File: src/rtl/sc_pkg.sv
// -----------------------------------------------------------------------------
// sc_pkg
// Shared definitions for the control-section microsequencer:
//   - MIR COND field encodings
//   - instruction-format constants used to decide decode legality
//   - helper function flagging opcodes that have no microcode routine
// -----------------------------------------------------------------------------
package sc_pkg;

    typedef enum logic [2:0] {
        COND_NEXT   = 3'b000,
        COND_N      = 3'b001,
        COND_Z      = 3'b010,
        COND_V      = 3'b011,
        COND_C      = 3'b100,
        COND_IR13   = 3'b101,
        COND_JUMP   = 3'b110,
        COND_DECODE = 3'b111
    } cond_e;

    // Width of the decode address produced by the map: {1, op, op3, 00}
    localparam int DECODE_W = 11;

    // op field (IR[31:30]) value for the branch/sethi format
    localparam logic [1:0] OP_FMT2    = 2'b00;
    // op2 field (IR[24:22]) values implemented within that format
    localparam logic [2:0] OP2_BRANCH = 3'b010;
    localparam logic [2:0] OP2_SETHI  = 3'b100;

    // Only branch and sethi exist in the op=00 format; anything else there
    // has no microcode routine and must be redirected to the trap handler.
    function automatic logic is_unimplemented(input logic [1:0] op,
                                              input logic [2:0] op2);
        logic result;
        if (op == OP_FMT2) begin
            result = (op2 != OP2_BRANCH) && (op2 != OP2_SETHI);
        end else begin
            result = 1'b0;
        end
        return result;
    endfunction

endpackage

File: src/rtl/sc_decode_map.sv
// -----------------------------------------------------------------------------
// sc_decode_map
// Combinational map from the instruction register to the microcode entry
// address of the instruction's routine, plus a flag for opcodes that have no
// routine.
//   i_ir            in  32  instruction register
//   o_decode_addr   out 11  entry address {1'b1, op, op3, 2'b00}
//   o_illegal       out 1   opcode has no microcode routine (op=00, neither branch nor sethi)
// -----------------------------------------------------------------------------
module sc_decode_map
    import sc_pkg::*;
(
    input  logic [31:0]         i_ir,
    output logic [DECODE_W-1:0] o_decode_addr,
    output logic                o_illegal
);

    logic [1:0] w_op;
    logic [5:0] w_op3;
    logic [2:0] w_op2;
    logic       w_unused_ir;

    assign w_op  = i_ir[31:30];
    assign w_op3 = i_ir[24:19];
    // op2 overlaps the top of op3 in the op=00 format
    assign w_op2 = i_ir[24:22];

    // Remaining IR bits (rd, operands) do not influence the entry point
    assign w_unused_ir = ^{i_ir[29:25], i_ir[18:0]};

    // Each routine gets a 4-word slot in the upper half of the control store
    assign o_decode_addr = {1'b1, w_op, w_op3, 2'b00};
    assign o_illegal     = is_unimplemented(w_op, w_op2);

endmodule

File: src/rtl/sc_microsequencer.sv
// -----------------------------------------------------------------------------
// sc_microsequencer
// Owns the control-store address register and picks the next microinstruction
// address each cycle: increment, conditional/unconditional jump, or decode.
//   SC_MicroSeq_CLOCK_50       in  1       system clock
//   SC_MicroSeq_RESET_InLow    in  1       async active-low reset
//   SC_MicroSeq_Cond           in  3       MIR COND field
//   SC_MicroSeq_JumpAddr       in  ADDR_W  MIR JUMP_ADDR field
//   SC_MicroSeq_BranchTaken    in  1       jump decision from CC_branchControl
//   SC_MicroSeq_Ir             in  32      instruction register
//   SC_MicroSeq_Stall_InHigh   in  1       hold current address (memory wait)
//   SC_MicroSeq_Addr           out ADDR_W  registered control-store address
//   SC_MicroSeq_MirValid       out 1       MIR holds word for previous address
//   SC_MicroSeq_Trap           out 1       pulse when decode goes to TRAP_ADDR
//   SC_MicroSeq_Count          out 16      retired microinstructions, saturating
// -----------------------------------------------------------------------------
module sc_microsequencer
    import sc_pkg::*;
#(
    parameter int                ADDR_W     = 11,
    parameter logic [ADDR_W-1:0] RESET_ADDR = 11'h000,
    parameter logic [ADDR_W-1:0] TRAP_ADDR  = 11'h7FF
)
(
    input  logic              SC_MicroSeq_CLOCK_50,
    input  logic              SC_MicroSeq_RESET_InLow,
    input  logic [2:0]        SC_MicroSeq_Cond,
    input  logic [ADDR_W-1:0] SC_MicroSeq_JumpAddr,
    input  logic              SC_MicroSeq_BranchTaken,
    input  logic [31:0]       SC_MicroSeq_Ir,
    input  logic              SC_MicroSeq_Stall_InHigh,
    output logic [ADDR_W-1:0] SC_MicroSeq_Addr,
    output logic              SC_MicroSeq_MirValid,
    output logic              SC_MicroSeq_Trap,
    output logic [15:0]       SC_MicroSeq_Count
);

    logic [ADDR_W-1:0]   r_addr;
    logic                r_mir_valid;
    logic                r_trap;
    logic [15:0]         r_count;

    logic [DECODE_W-1:0] w_decode_addr;
    logic                w_illegal;
    logic [ADDR_W-1:0]   w_addr_inc;
    logic [ADDR_W-1:0]   w_next_addr;
    logic                w_trap_next;
    logic [15:0]         w_count_next;

    sc_decode_map u_decode_map (
        .i_ir          (SC_MicroSeq_Ir),
        .o_decode_addr (w_decode_addr),
        .o_illegal     (w_illegal)
    );

    // Natural overflow gives the required wrap from the top address to zero
    assign w_addr_inc = r_addr + {{(ADDR_W-1){1'b0}}, 1'b1};

    // Saturating retire counter
    assign w_count_next = (r_count == 16'hFFFF) ? r_count : (r_count + 16'd1);

    // Next-address select from the COND field of the current MIR word
    always_comb begin
        w_next_addr = w_addr_inc;
        w_trap_next = 1'b0;
        case (cond_e'(SC_MicroSeq_Cond))
            COND_NEXT: begin
                w_next_addr = w_addr_inc;
            end
            COND_N, COND_Z, COND_V, COND_C, COND_IR13: begin
                // BranchTaken already resolves the flag selected by COND
                if (SC_MicroSeq_BranchTaken) begin
                    w_next_addr = SC_MicroSeq_JumpAddr;
                end else begin
                    w_next_addr = w_addr_inc;
                end
            end
            COND_JUMP: begin
                w_next_addr = SC_MicroSeq_JumpAddr;
            end
            COND_DECODE: begin
                if (w_illegal) begin
                    w_next_addr = TRAP_ADDR;
                    w_trap_next = 1'b1;
                end else begin
                    w_next_addr = ADDR_W'(w_decode_addr);
                    w_trap_next = 1'b0;
                end
            end
            default: begin
                w_next_addr = w_addr_inc;
                w_trap_next = 1'b0;
            end
        endcase
    end

    // Address register, MIR-valid flag, trap pulse and retire counter.
    // Stall freezes everything; the first unstalled cycle after reset only
    // marks the MIR valid because the ROM is still filling.
    always_ff @(posedge SC_MicroSeq_CLOCK_50 or negedge SC_MicroSeq_RESET_InLow) begin
        if (!SC_MicroSeq_RESET_InLow) begin
            r_addr      <= RESET_ADDR;
            r_mir_valid <= 1'b0;
            r_trap      <= 1'b0;
            r_count     <= 16'h0000;
        end else if (SC_MicroSeq_Stall_InHigh) begin
            r_trap      <= 1'b0;
        end else if (!r_mir_valid) begin
            r_mir_valid <= 1'b1;
            r_trap      <= 1'b0;
        end else begin
            r_addr      <= w_next_addr;
            r_trap      <= w_trap_next;
            r_count     <= w_count_next;
        end
    end

    assign SC_MicroSeq_Addr     = r_addr;
    assign SC_MicroSeq_MirValid = r_mir_valid;
    assign SC_MicroSeq_Trap     = r_trap;
    assign SC_MicroSeq_Count    = r_count;

endmodule
File: config.mk
export PLATFORM = sky130hd
export DESIGN_NAME = sc_microsequencer
export DESIGN_NICKNAME = d
export VERILOG_FILES = /design/src/rtl/sc_pkg.sv /design/src/rtl/sc_decode_map.sv /design/src/rtl/sc_microsequencer.sv
export SDC_FILE = /design/constraint.sdc
export NUM_CORES = 1
export LEC_CHECK = 0
export BUFFER_PORTS_ARGS = -buffer_cell sky130_fd_sc_hd__buf_4
export CORE_MARGIN = 2
export CORE_UTILIZATION = 45
export CTS_CLUSTER_SIZE = 20
export DETAILED_ROUTE_END_ITERATION = 7
export PLACE_DENSITY = 0.88
export SETUP_SLACK_MARGIN = 0.2
export SYNTH_ARGS = -nofsm -noshare
export SYNTH_HDL_FRONTEND = slang
export SYNTH_SLANG_ARGS = --single-unit
File: constraint.sdc
create_clock -name SC_MicroSeq_CLOCK_50 -period 2.1 [get_ports SC_MicroSeq_CLOCK_50]
set_input_delay 0.105 -clock SC_MicroSeq_CLOCK_50 [delete_from_list [all_inputs] [get_ports SC_MicroSeq_CLOCK_50]]
set_output_delay 0.105 -clock SC_MicroSeq_CLOCK_50 [all_outputs]
set_load 0.01 [all_outputs]
* Word-level counts from Yosys, hierarchy flattened
Index checks and enable logic that the tools add are counted.
Storage, ports and cells: register bits 29, bits of input ports 50
Operators by class: mux-type cells 8, add/sub/neg operators 2, bitwise operators 2, eq/ne operators 10, reduce and logical (&&, ||, !) cells 6
Operators by type and width (number):
- 11-bit case mux with 4 select lines | 1
- 16-bit by 1-bit adder with 16-bit output, second input constant | 1
- 16-bit equality test, second input constant | 1
- 3-bit equality test, second input constant | 4
- 11-bit by 1-bit adder with 11-bit output, second input constant | 1
- 11-bit two-way mux | 1
- 10-bit two-way mux | 1
- 3-bit by 2-bit equality test with 1-bit output, second input constant | 2
- 1-bit two-way mux | 5
- 5-bit OR reduction | 1
- 3-bit by 1-bit equality test with 1-bit output, second input constant | 1
- 3-bit logical NOT | 1
- 3-bit by 2-bit inequality test with 1-bit output, second input constant | 1
- 3-bit inequality test, second input constant | 1
- 3-bit AND reduction | 1
- 2-bit logical NOT | 1
- 1-bit inverter | 2
- 2-bit AND reduction | 1
- 1-bit logical AND | 1

* Depth between registers and ports, before layout
depth in word-level cells 7, mapped depth 6, gate-level depth less buffers 5

* By module
A second synthesis with hierarchy kept.
Unflattened totals: cell total of the unflattened synthesis 203, area, all modules 1890.6 sq um
Modules (own cells, without submodules):
- sc_microsequencer | cells an instance 187, instances 1, area each 1780.5 sq um, seq. area each 725.7 sq um
- sc_decode_map | cells an instance 16, instances 1, area each 110.1 sq um, seq. area each 0.0 sq um

* Least setup slack after synthesis
No wires, ideal clock.
path type register -> register, start reg r_count[0], in the netlist SC_MicroSeq_Count[0], end reg r_count[8], in the netlist SC_MicroSeq_Count[8], setup slack 422 ps, stages on the path, launching flop included 7, data arrival time 1599 ps, path through dfrtp_1 ha_1 nand3_2 or2_0 buf_2 a2111oi_2 xor2_1
Between the ends: word-level cells in the longest chain between the ends 3, elaborated cells on any way between the ends 4, those cells by class add/sub (1); eq/ne (1); bitwise (1); reduce/logical (1)
Ends and longest elaborated chain:
- from (decl) | RTL line sc_microsequencer.sv:41 | logic [15:0] r_count;
- from (signal assigned) | RTL line sc_microsequencer.sv:114 | r_count <= w_count_next;
- parallel branches: the longest is 3 deep, another holds 16-bit by 1-bit adder with 16-bit output
Several ways; the timed one is not identified. A chain may end at the register's enable or synchronous reset.

* Final worst setup path
Ends and elaborated chain as after synthesis.

==> results.ini <==
[outcome]
outcome = complete, no violations

[sta]
hold_violations = 0
fin_tns_setup_ns = 0
period_needed_ns = 1.84
maxSlewHeadroom = 0.357
fin_skew_ns = 0.00298
finalWorstSetupSlack_ns = 0.263
slew_viol_final = 0
layout_worst_path_cycle_share = 0.875
rsz0062_at_grt = true
fmax_ghz = 0.544
worstMarginPinSlew_ns = 0.961
setup-violations-final = 0
hold_ws_ns = 0.106

[power]
p_per_area_nw_per_um2 = 881
ir_drop_uv = 598
p_leak_nw = 1.09

[hold_path]
hold_path_class = in -> reg

[global_routing]
grt_use_total = 0.220
grt_overflow = 0
grt_pass1_vias = 1694
grt_first_pass_wirelength_um = 7570
grt_max_degree = 30
antenna_found_initial = 0

[place]
pre_cts_ws_ns = 0.307
dp_hpwl_um = 3340
dp_cells = 288
gp_congestion = 0.848
port_buffers = 54

[worst_setup_path]
cp_slowest_stage_delay_ns = 0.44
critPathMaxFanout = 6
crit_arrival_ns = 2.04
cp_top_family = simple AND/OR/NAND/NOR gates
cp.required_ns = 2.30
cp-start-kind = flop
path_class = reg -> reg
crit_slowest_cell = a2111oi_4
end_kind = flop
cp_num_buf_inv = 0
cp_cell_sequence = ha_1 > nand3_2 > or2_0 > a2111oi_4 > xor2_1

[route]
wl_um = 4550
wire_per_inst_um = 15.3
dr.first_iter.drc_count = 137
post-route-drc-count = 0
dr.pass1.iters = 4
viasPerCell = 5.97
drtAntennaViolNets = 0
dr_total_vias = 1779

[yosys]
synthCells = 191
yosys_warnings = 0
synth-edff-count = 0
syn_area_per_cell_um2 = 9.41
ys_seq_area_frac = 0.404
syn-num-nets = 243
netlist_area_um2 = 1800
ys.flop_type = dfrtp_1
synth-seq-cells = 29
ys_async_sr_fraction = 1.00
ys_types = 49

[final_layout]
antennaDiodeCount = 0
final_nets = 301
syn_to_final_growth_pct = 32.7
final_layout_size_suffix_gt1_frac = 0.300
finalNonFillerCells = 298

[clock_network]
clockBufferDepth = 2
cts_sinks = 29
cts_tree = yes
path_clk_slew_ns = 0.06
clk_latency_ns = 0.28
cts_made_buffers = 5
root_buffer = clkbuf_8
cts_max_level = 2
cts_setup_buffers = 0

[floorplan]
io_pins = 79
die_width_um = 67.2
die_h_um = 67.2
initial_core_util = 0.480
design.core.area_um2 = 3740
rows = 22
die_area_um2 = 4510

[run]
maxCapViolations = 0

-- worst min-delay path, stage by stage --
cell	delay, ns
buf_4	0.11
nand3_1	0.05
a31oi_1	0.07
-- report_power, final --
part           switching [mW]  leakage [nW]  total, mW  internal, mW
Clock                   0.207        0.0585      0.593         0.386
Sequential              0.167         0.351      0.846         0.679
Combinational           0.319         0.679      0.660         0.340
Total                   0.693          1.09       2.10          1.41
-- cells in the mapped netlist (all sizes together), types with 2 or more instances --
library cell | count | area, um^2
a21oi | 12 | 60.1
a31oi | 4 | 25.0
nand4 | 5 | 31.3
nor2b | 2 | 12.5
a21o | 2 | 16.3
o211ai | 2 | 20.0
xnor2 | 4 | 35.0
mux2 | 3 | 33.8
nor3 | 5 | 36.3
nor2 | 14 | 52.6
xor2 | 10 | 87.6
buf | 7 | 56.3
nor4b | 2 | 17.5
clkbuf | 2 | 7.51
ha | 2 | 25.0
and3 | 5 | 31.3
nand3 | 15 | 80.1
inv | 7 | 26.3
nor4 | 4 | 25.0
a211oi | 6 | 45.0
nand2 | 8 | 30.0
o32a | 3 | 30.0
nand2b | 4 | 25.0
a211o | 2 | 17.5
o22ai | 3 | 18.8
dfrtp | 29 | 726
and4 | 2 | 17.5
a221o | 3 | 30.0
o21ai | 7 | 35.0
and2 | 3 | 18.8
a221oi | 3 | 26.3
-- metrics by stage --
step | power [mW] | util | instance area, um^2
3_5_place_dp | 1.50 | 0.595 | 2230
2_1_floorplan | 1.17 | - | 1800
5_1_grt | 2.22 | 0.637 | 2380
3_3_place_gp | 1.48 | 0.595 | 2230
6_report | 2.10 | 0.637 | 2380
4_1_cts | 2.11 | 0.632 | 2360
-- worst paths after layout --
kind | end | slack [ns] | start | cells after the start
max in group asynchronous | SC_MicroSeq_Addr[9]$_DFFE_PN0P_ | 1.55 | SC_MicroSeq_RESET_InLow | 2
worst min register to register | SC_MicroSeq_Count[0]$_DFFE_PN0P_ | 0.51 | SC_MicroSeq_Count[0]$_DFFE_PN0P_ | 1
worst min-delay path | SC_MicroSeq_Addr[2]$_DFFE_PN0P_ | 0.11 | SC_MicroSeq_JumpAddr[2] | 3
worst max-delay path | SC_MicroSeq_Count[8]$_DFFE_PN0P_ | 0.26 | SC_MicroSeq_Count[0]$_DFFE_PN0P_ | 5
min in group asynchronous | SC_MicroSeq_Trap$_DFF_PN0_ | 0.28 | SC_MicroSeq_RESET_InLow | 2
worst max register to register | SC_MicroSeq_Count[8]$_DFFE_PN0P_ | 0.26 | SC_MicroSeq_Count[0]$_DFFE_PN0P_ | 5
-- registers in the layout (all words and copies together) (netlist names) --
name	flops
SC_MicroSeq_MirValid	1
SC_MicroSeq_Addr	11
SC_MicroSeq_Count	16
SC_MicroSeq_Trap	1
-- layout make-up --
cell class                      instances  area [um^2]
Multi-Input combinational cell        146         1000
Timing Repair Buffer                   60          455
Sequential cell                        29          726
Clock inverter                          1         30.0
Clock buffer                            7         86.3
Tap cell                               48         60.1
Inverter                                7         26.3
Fill cell                             328         1360
-- layout by cell type, fill, tap and decap left out, types with 2 or more instances in the layout --
cell | netlist | routed
and2_1 | 3 | 3
o32a_1 | 3 | 3
mux2_2 | 3 | 3
nor2b_1 | 2 | 2
a21oi_1 | 12 | 12
ha_1 | 2 | 2
dfrtp_1 | 29 | 29
and4_1 | 2 | 2
nand2_1 | 8 | 8
a211oi_1 | 6 | 6
nand2b_1 | 4 | 4
buf_4 | 1 | 58
a221o_1 | 3 | 3
nor3_1 | 4 | 4
nor2_1 | 14 | 14
xnor2_1 | 4 | 4
a31oi_1 | 4 | 4
a221oi_1 | 3 | 3
inv_1 | 7 | 7
o21ai_0 | 6 | 6
nor4b_1 | 2 | 2
dlygate4sd3_1 | 0 | 2
o22ai_1 | 3 | 3
clkbuf_8 | 0 | 6
xor2_1 | 10 | 10
nand4_1 | 5 | 5
nor4_1 | 4 | 3
and3_1 | 5 | 5
nand3_1 | 14 | 14
a211o_1 | 2 | 2
-- logic make-up (layout without fill, tap and decap cells) --
family / after synthesis / after routing / share of synthesized area
AND/OR/NAND/NOR: 72 / 72 / 0.221
AO/OA/AOI/OAI: 55 / 55 / 0.224
flip-flops: 29 / 29 / 0.404
buffers and inverters: 16 / 75 / 0.0501
XOR/XNOR: 14 / 14 / 0.0682
multiplexers: 3 / 3 / 0.0188
adder cells (fa/ha/maj): 2 / 2 / 0.0139
-- layer usage --
layer  track usage  vias to the layer above  routed length (um)
li1              -                      842                   -
met1         0.287                      862                1930
met2         0.356                       67                2290
met3        0.0550                        8                 264
met4        0.0765                        0                  67
met5             0                        -                   0
-- repair_timing --
| action | CTS | global route |
|---|---|---|
| endpoints found under the hold margin | 30 | 0 |
| hold buffers | 2 | 0 |
| setup endpoints to repair | 0 | 2 |
| resized for setup | 0 | 2 |
No activity file was read; power rests on OpenSTA's default activity.
